### src/rtl/spi_rom_pkg.sv
// Shared types and the ROM content rule for the SPI burst ROM.
// word() works on a 64-bit sum, which is at least ADDR_W+DATA_W wide, and masks the result to data_w bits.
package spi_rom_pkg;

    localparam int WORD_MAX_W = 64;

    typedef enum logic {
        ST_IDLE  = 1'b0,
        ST_BURST = 1'b1
    } state_e;

    function automatic logic [WORD_MAX_W-1:0] word(
        input logic [WORD_MAX_W-1:0] addr,
        input int                    offset,
        input int                    data_w
    );
        logic [WORD_MAX_W-1:0] sum;
        logic [WORD_MAX_W-1:0] mask;
        sum  = addr + WORD_MAX_W'(offset);
        mask = (data_w >= WORD_MAX_W) ? '1
                                      : ((WORD_MAX_W'(1) << data_w) - WORD_MAX_W'(1));
        return sum & mask;
    endfunction

endpackage

### src/rtl/spi_rom_core.sv
// Combinational ROM lookup: data_o = (addr_i + OFFSET) mod 2**DATA_W.
module spi_rom_core
    import spi_rom_pkg::*;
#(
    parameter int DATA_W = 8,
    parameter int ADDR_W = 8,
    parameter int OFFSET = 1
) (
    input  logic [ADDR_W-1:0] addr_i,
    output logic [DATA_W-1:0] data_o
);

    assign data_o = DATA_W'(word(WORD_MAX_W'(addr_i), OFFSET, DATA_W));

endmodule

### src/rtl/spi_burst_rom.sv
// Burst reader for the constant ROM: captures a start address and length, then streams
// words through a one-entry ready/valid output register.
//
// state    | meaning
// ST_IDLE  | waiting for req with a non-zero burst_len
// ST_BURST | streaming words; stays here until the rd_last word has been accepted
module spi_burst_rom
    import spi_rom_pkg::*;
#(
    parameter int DATA_W  = 8,
    parameter int ADDR_W  = 8,
    parameter int LEN_W   = 8,
    parameter int OFFSET  = 1,
    parameter int WRAP_EN = 1
) (
    input  logic              clk,
    input  logic              rst,
    input  logic              req,
    input  logic [ADDR_W-1:0] start_addr,
    input  logic [LEN_W-1:0]  burst_len,
    input  logic              rd_ready,
    output logic              rd_valid,
    output logic [DATA_W-1:0] rd_data,
    output logic              rd_last,
    output logic              busy
);

    state_e            state_q, state_d;
    logic [ADDR_W-1:0] addr_q, addr_d;
    logic [LEN_W-1:0]  rem_q, rem_d;
    logic              valid_q, valid_d;
    logic [DATA_W-1:0] data_q, data_d;
    logic              last_q, last_d;
    logic [DATA_W-1:0] rom_word;
    logic              can_load;
    logic              at_top;

    spi_rom_core #(
        .DATA_W (DATA_W),
        .ADDR_W (ADDR_W),
        .OFFSET (OFFSET)
    ) u_core (
        .addr_i (addr_q),
        .data_o (rom_word)
    );

    assign can_load = !valid_q || rd_ready;
    assign at_top   = (addr_q == {ADDR_W{1'b1}});

    always_comb begin
        state_d = state_q;
        addr_d  = addr_q;
        rem_d   = rem_q;
        valid_d = valid_q;
        data_d  = data_q;
        last_d  = last_q;
        case (state_q)
            ST_IDLE: begin
                if (req && (burst_len != '0)) begin
                    state_d = ST_BURST;
                    addr_d  = start_addr;
                    rem_d   = burst_len;
                end
            end
            ST_BURST: begin
                if (can_load) begin
                    if (rem_q != '0) begin
                        valid_d = 1'b1;
                        data_d  = rom_word;
                        // Without wrap the top address terminates the burst early.
                        last_d  = (rem_q == LEN_W'(1)) || ((WRAP_EN == 0) && at_top);
                        addr_d  = addr_q + ADDR_W'(1);
                        rem_d   = last_d ? '0 : (rem_q - LEN_W'(1));
                    end else begin
                        valid_d = 1'b0;
                        last_d  = 1'b0;
                        state_d = ST_IDLE;
                    end
                end
            end
            default: state_d = ST_IDLE;
        endcase
    end

    always_ff @(posedge clk) begin
        if (rst) begin
            state_q <= ST_IDLE;
            addr_q  <= '0;
            rem_q   <= '0;
            valid_q <= 1'b0;
            data_q  <= '0;
            last_q  <= 1'b0;
        end else begin
            state_q <= state_d;
            addr_q  <= addr_d;
            rem_q   <= rem_d;
            valid_q <= valid_d;
            data_q  <= data_d;
            last_q  <= last_d;
        end
    end

    assign rd_valid = valid_q;
    assign rd_data  = data_q;
    assign rd_last  = last_q;
    assign busy     = (state_q == ST_BURST);

endmodule

### config.mk
export PLATFORM = sky130hd
export DESIGN_NAME = spi_burst_rom
export DESIGN_NICKNAME = d
export VERILOG_FILES = /design/src/rtl/spi_rom_pkg.sv /design/src/rtl/spi_rom_core.sv /design/src/rtl/spi_burst_rom.sv
export SDC_FILE = /design/constraint.sdc
export NUM_CORES = 1
export LEC_CHECK = 0
export ABC_AREA = 1
export CAP_MARGIN = 20
export CORE_UTILIZATION = 45
export DETAILED_ROUTE_END_ITERATION = 8
export GPL_TIMING_DRIVEN = 0
export PLACE_DENSITY = 0.7
export SYNTH_ARGS = -nofsm -noshare
export SYNTH_HDL_FRONTEND = slang
export SYNTH_SLANG_ARGS = --single-unit
### constraint.sdc
create_clock -name clk -period 1.65 [get_ports clk]
set_clock_uncertainty 0.1 [all_clocks]
set_input_delay 0.33 -clock clk [delete_from_list [all_inputs] [get_ports clk]]
set_output_delay 0.33 -clock clk [all_outputs]
set_load 0.01 [all_outputs]
# [Word level (Yosys, flattened, before mapping)]
# Index checks and enable logic that the tools add are counted.
[word_totals] reg_bits=27 wordCells=36
[classes] add_sub_neg=3 n_eq_ne=4 muxes=14 n_bitwise=1 reduce_logical=8
[op_table] op="$mux 8" count=7
[op_table] op="$pmux 8 s2" count=2
[op_table] op="$add 8x1->8 const B" count=2
[op_table] op="$reduce_bool 8->1" count=2
[op_table] op="$eq 8x1->1 const B" count=1
[op_table] op="$sub 8x1->8 const B" count=1
[op_table] op="$reduce_and 3->1" count=2
[op_table] op="$mux 1" count=4
[op_table] op="$ne 2x1->1 const B" count=2
[op_table] op="$ne 2x2->1 const B" count=1
[op_table] op="$pmux 1 s2" count=1
[op_table] op="$reduce_and 2->1" count=1
[op_table] op="$logic_and 1x1->1" count=1
[op_table] op="$logic_not 1->1" count=1
[op_table] op="$logic_or 1x1->1" count=1
[op_table] op="$not 1->1" count=1

# [Logic depth before layout (Yosys ltp)]
[logic_depth] word_depth=5 mapped_depth=10

# [Cells and area by module]
# A second synthesis with hierarchy kept.
[hier_totals] hier_cells=277 area_unflattened_um2=1722.9
[by_module_without_submodules] mod="spi_burst_rom" instances=1 cells_each=249 area_each_um2=1587.8
[by_module_without_submodules] mod="spi_rom_core" instances=1 cells_each=28 area_each_um2=135.1

# [Worst setup path before layout]
# OpenSTA, ideal clock, no wires.
[synth_path] kind="reg2reg" start="reg rem_q[0]" end="reg addr_q[0]" setup_time_ns=0.113 t_arrival_ns=1.316 path_slack_ns=0.121 path_stages_with_launch=9 n_path_buf=1 synth_period_minus_slack_ns=1.529 cell_sequence="dfxtp_1 > inv_1 > ha_1 > nand2_4 > o21ai_4 > nand2_4 > buf_6 > o21ai_1 > nor2_1"
[synth_via] elab_chain_cells=3
[synth_lines] item="from (decl)" line_no="spi_burst_rom.sv:30" source="logic [LEN_W-1:0] rem_q, rem_d;"
[synth_lines] item="from (signal assigned)" line_no="spi_burst_rom.sv:96" source="rem_q <= rem_d;"
[synth_lines] item="$reduce_bool 8->1" line_no="spi_burst_rom.sv:67" source="if (rem_q != '0) begin"
[synth_lines] item="$ne 2x1->1 (no line)"
[synth_lines] item="$reduce_and 3->1 (no line)"
[synth_lines] item="to (signal assigned)" line_no="spi_burst_rom.sv:95" source="addr_q <= addr_d;"
[synth_lines] item="to (decl)" line_no="spi_burst_rom.sv:29" source="logic [ADDR_W-1:0] addr_q, addr_d;"
# No other way between the ends.
# A chain may end at the register's enable or synchronous reset.

# [Worst setup path after layout]
[layout_path] start="reg rem_q[0]" end="reg addr_q[2]"
# Same word-level chain as after synthesis.

==> summary.md <==
| Metric | Value |
|---|---|
| Status | finished, final reports clean |
| Worst Path Arrival | 1.71 ns |
| Max stage delay cell, worst path | dfxtp_4 |
| Sequential share of power | 0.431 |
| First-pass GRT wire length | ~6.6 mm |
| Core area | 0.00336 mm2 |
| CP peak stage delay | 0.40 ns |
| Top cells by area, synth | dfxtp_1 (34%), nand2_1 (18%), nor2_1 (14%), nand3_1 (5.6%), inv_1 (4.4%) |
| CTS tree | yes |
| Layout area overhead | 27.8% |
| Final Cycle Share | 0.943 |
| Final setup viols | 0 |
| Number of flops mapped to enable cells by yosys | 0 |
| Switching share of power | 0.393 |
| Relative slew margins | 0.647 |
| NetSw | roughly 0.00075 W |
| Warnings from Yosys | 0 |
| Most Frequent Cell on Critical Path | nand2_4 |
| Synth Area in Adders | 0.0312 |
| Hold violation count in the final report | 0 |
| Post-Syn Area | 0.00160 mm2 |
| Crit path buf inv count | 2 |
| # Max-Cap Violations | 0 |
| Final net count | 323 |
| Required @ worst endpoint | about 1.8 ns |
| GRT overflow | 0 |
| Root buf cell | clkbuf_4 |
| Peak VDD IR | 0.513 mV |
| CTS sink count | 27 |
| Reg area | 548 um2 |
| FP Rows | 21 |
| Post-Syn Area per Cell | between 6 and 7 um2 |
| Critical path peak fanout | 10 |
| Dominant synthesized flop cell | dfxtp_1 |
| Number of global-route vias before repair | 1455 |
| Num CTS Buffers | 3 |
| Die Span Y | 61.7 um |
| Post-route cell area | 0.00205 mm2 |
| Clk pin slew, worst setup/hold paths | 0.16 ns |
| Final total power | 0.00192 W |
| # DRC | 0 |
| I/O Buffers | 30 |
| Drt first-iter violations | 58 |
| Initial antenna violation count | 0 |
| Post-DRT Antenna Nets | 0 |
| Synth top area share | 0.337 |
| Unique cell type count in the Yosys netlist | 23 |
| Hpwl dp | approximately 2.9 mm |
| Htree depth | 1 |
| Cell-internal power | ~0.0012 W |
| Worst path top cell family by delay | flip-flops |
| Synth Area in Compound Gates | 0.112 |
| DIE WIDTH | 61.7 um |
| Drt total wl | 4.03 mm |
| Dpl cell area | 0.00196 mm2 |
| Fin crit period | 1.56 ns |
| Worst Setup End Kind | flip-flop |
| Post-CTS Hold Fix Bufs | 0 |
| Ports | 31 |
| XOR/XNOR Fraction of Synth Area | 0.0109 |
| 1st-pass router iterations | 4 |
| WL/cell | 11.7 um |
| GP Congestion | approximately 0.85 |
| Clock power share | 0.164 |
| Leakage | 0.999 nW |
| Drt via density | 4.88 |
| Pin count of the biggest net entering global routing | 17 |
| Synth Register Bits | 27 |
| DIE AREA | 0.00381 mm2 |
| Cells after synthesis | between 200 and 300 |
| Skew-Pair Late Insertion Delay | 0.34 ns |
| Crit Path Class | reg -> reg |
| Fill cells | slightly below 400 |
| Cell accounting for the most synthesized area | dfxtp_1 |
| Seq/Total Area, Yosys | 0.337 |
| Via count | 1678 |
| Hold Path Class | reg -> reg |
| ANT cells | 0 |
| Starting Density | 0.477 |
| Startpoint Class | flip-flop |
| RSZ-0062 raised after global routing | yes |
| Combinational power share | 0.405 |
| Simple-gate portion of the synthesized area | 0.429 |
| Layout cell share with drive strength beyond 1 | 0.114 |
| Syn Nets | 285 |
| All-layer global routing usage | 0.234 |
| Area occupied by multi-input gates | 962 um2 |
| Ys async rst share | 0 |
| PD cells | roughly 940 mW/mm2 |
| Worst-path cell chain | inv_4 > ha_4 > nand2_4 > o21ai_4 > nand2_4 > buf_6 > o21ai_1 > nor2_1 |
| Slew @ Worst Pin | between 0.5 and 0.6 ns |
| Clk buf depth | 2 |
| Max-slew violations | 0 |
| Largest family of logic cells by synthesized area | simple AND/OR/NAND/NOR gates |
| FMAX | 0.643 GHz |
| Multiplexer area fraction after synthesis | 0 |
routing by layer:
layer  global-route usage  vias to the layer above  wire length, um
met2                0.375                       39             1760
met1                0.341                      741             2110
met4               0.0476                        0               38
met3               0.0248                        5              126
li1                     -                      893                -
met5                    0                        -                0
power by group through the flow:
| stage | Combinational, W | Clock [W] | Sequential [W] |
|---|---|---|---|
| 6_report | 0.000777 | 0.000314 | 0.000827 |
| 4_1_cts | 0.000739 | 0.000312 | 0.000821 |
| 3_5_place_dp | 0.000741 | 0 | 0.000834 |
| 2_1_floorplan | 0.000500 | 0 | 0.000832 |
| 3_3_place_gp | 0.000734 | 0 | 0.000831 |
| 5_1_grt | 0.000879 | 0.000347 | 0.000841 |
sequential cells by signal, summed over array words and instances (netlist names):
register and count:
rd_last 1, rd_data 8, busy 1, addr_q 8, rd_valid 1, rem_q 8
final cells by class:
class,count,area share
buffer,9,0.0293
tap,46,0.0281
multi-input combinational,205,0.469
sequential,27,0.267
clock inverter,1,0.00366
inverter,20,0.0385
clock buffer,3,0.0110
timing repair buffer,33,0.153
kinds of logic after synthesis:
family / Yosys count
XOR/XNOR: 2
flip-flops: 27
adder cells (fa/ha/maj): 4
AND/OR/NAND/NOR: 166
buffers and inverters: 29
AO/OA/AOI/OAI: 33
placed cells by master (no fill, tap or decap), types with 2 or more instances in the layout:
master,count
o21ai_1,7
buf_4,5
dfxtp_2,3
dfxtp_1,23
ha_1,3
nand3_1,18
clkbuf_4,4
dlygate4sd2_1,10
inv_1,17
o21ai_2,2
nor2_1,57
xor2_1,2
nand2_4,2
nand2_1,77
nor2_2,5
a21oi_1,11
o21ai_0,12
clkdlybuf4s50_1,19
nand3b_1,2
nand2_2,3
buf_6,2
clkbuf_1,3
cells in the mapped netlist, types with 3 or more instances:
| library cell | n |
|---|---|
| nand3_1 | 18 |
| inv_1 | 19 |
| ha_1 | 4 |
| o21ai_0 | 13 |
| nand2_1 | 79 |
| nor2_1 | 59 |
| a21oi_1 | 11 |
| nor2_2 | 3 |
| dfxtp_1 | 27 |
| clkbuf_1 | 4 |
| o21ai_1 | 7 |
path summary, 6_finish.rpt:
path                            startpoint    endpoint  slack, ns  cells after the start
worst max-delay path              rem_q[0]   addr_q[2]       0.09                      8
worst min-delay path            rd_data[3]  rd_data[3]       0.37                      2
worst max register to register    rem_q[0]   addr_q[2]       0.09                      8
worst min register to register  rd_data[3]  rd_data[3]       0.37                      2
per-stage QoR:
| stage | setup slack, ns | instances | hold slack [ns] | TNS (ns) | util |
|---|---|---|---|---|---|
| 6_report | 0.0943 | 344 | 0.371 | 0 | 0.609 |
| 5_1_grt | -0.00394 | 344 | 0.388 | -0.00788 | 0.609 |
| 4_1_cts | 0.000989 | 343 | 0.376 | 0 | 0.595 |
| 3_5_place_dp | -0.507 | 337 | 0.358 | -7.97 | 0.583 |
| 3_3_place_gp | -0.506 | 337 | 0.350 | -7.76 | 0.583 |
| 2_1_floorplan | 0.121 | 261 | 0.299 | 0 | - |
worst min-delay path, stage by stage, from the launching register on:
cell	delay [ns]
dfxtp_1	0.34
nand2_1	0.06
a21oi_1	0.05
what timing repair did:
action / 4_1_cts / 5_1_grt
buffers inserted: 2 / 1
pin swaps: 1 / 1
resized for setup: 15 / 18
endpoints found under the setup margin: 34 / 26
No activity file was read; power rests on OpenSTA's default activity.
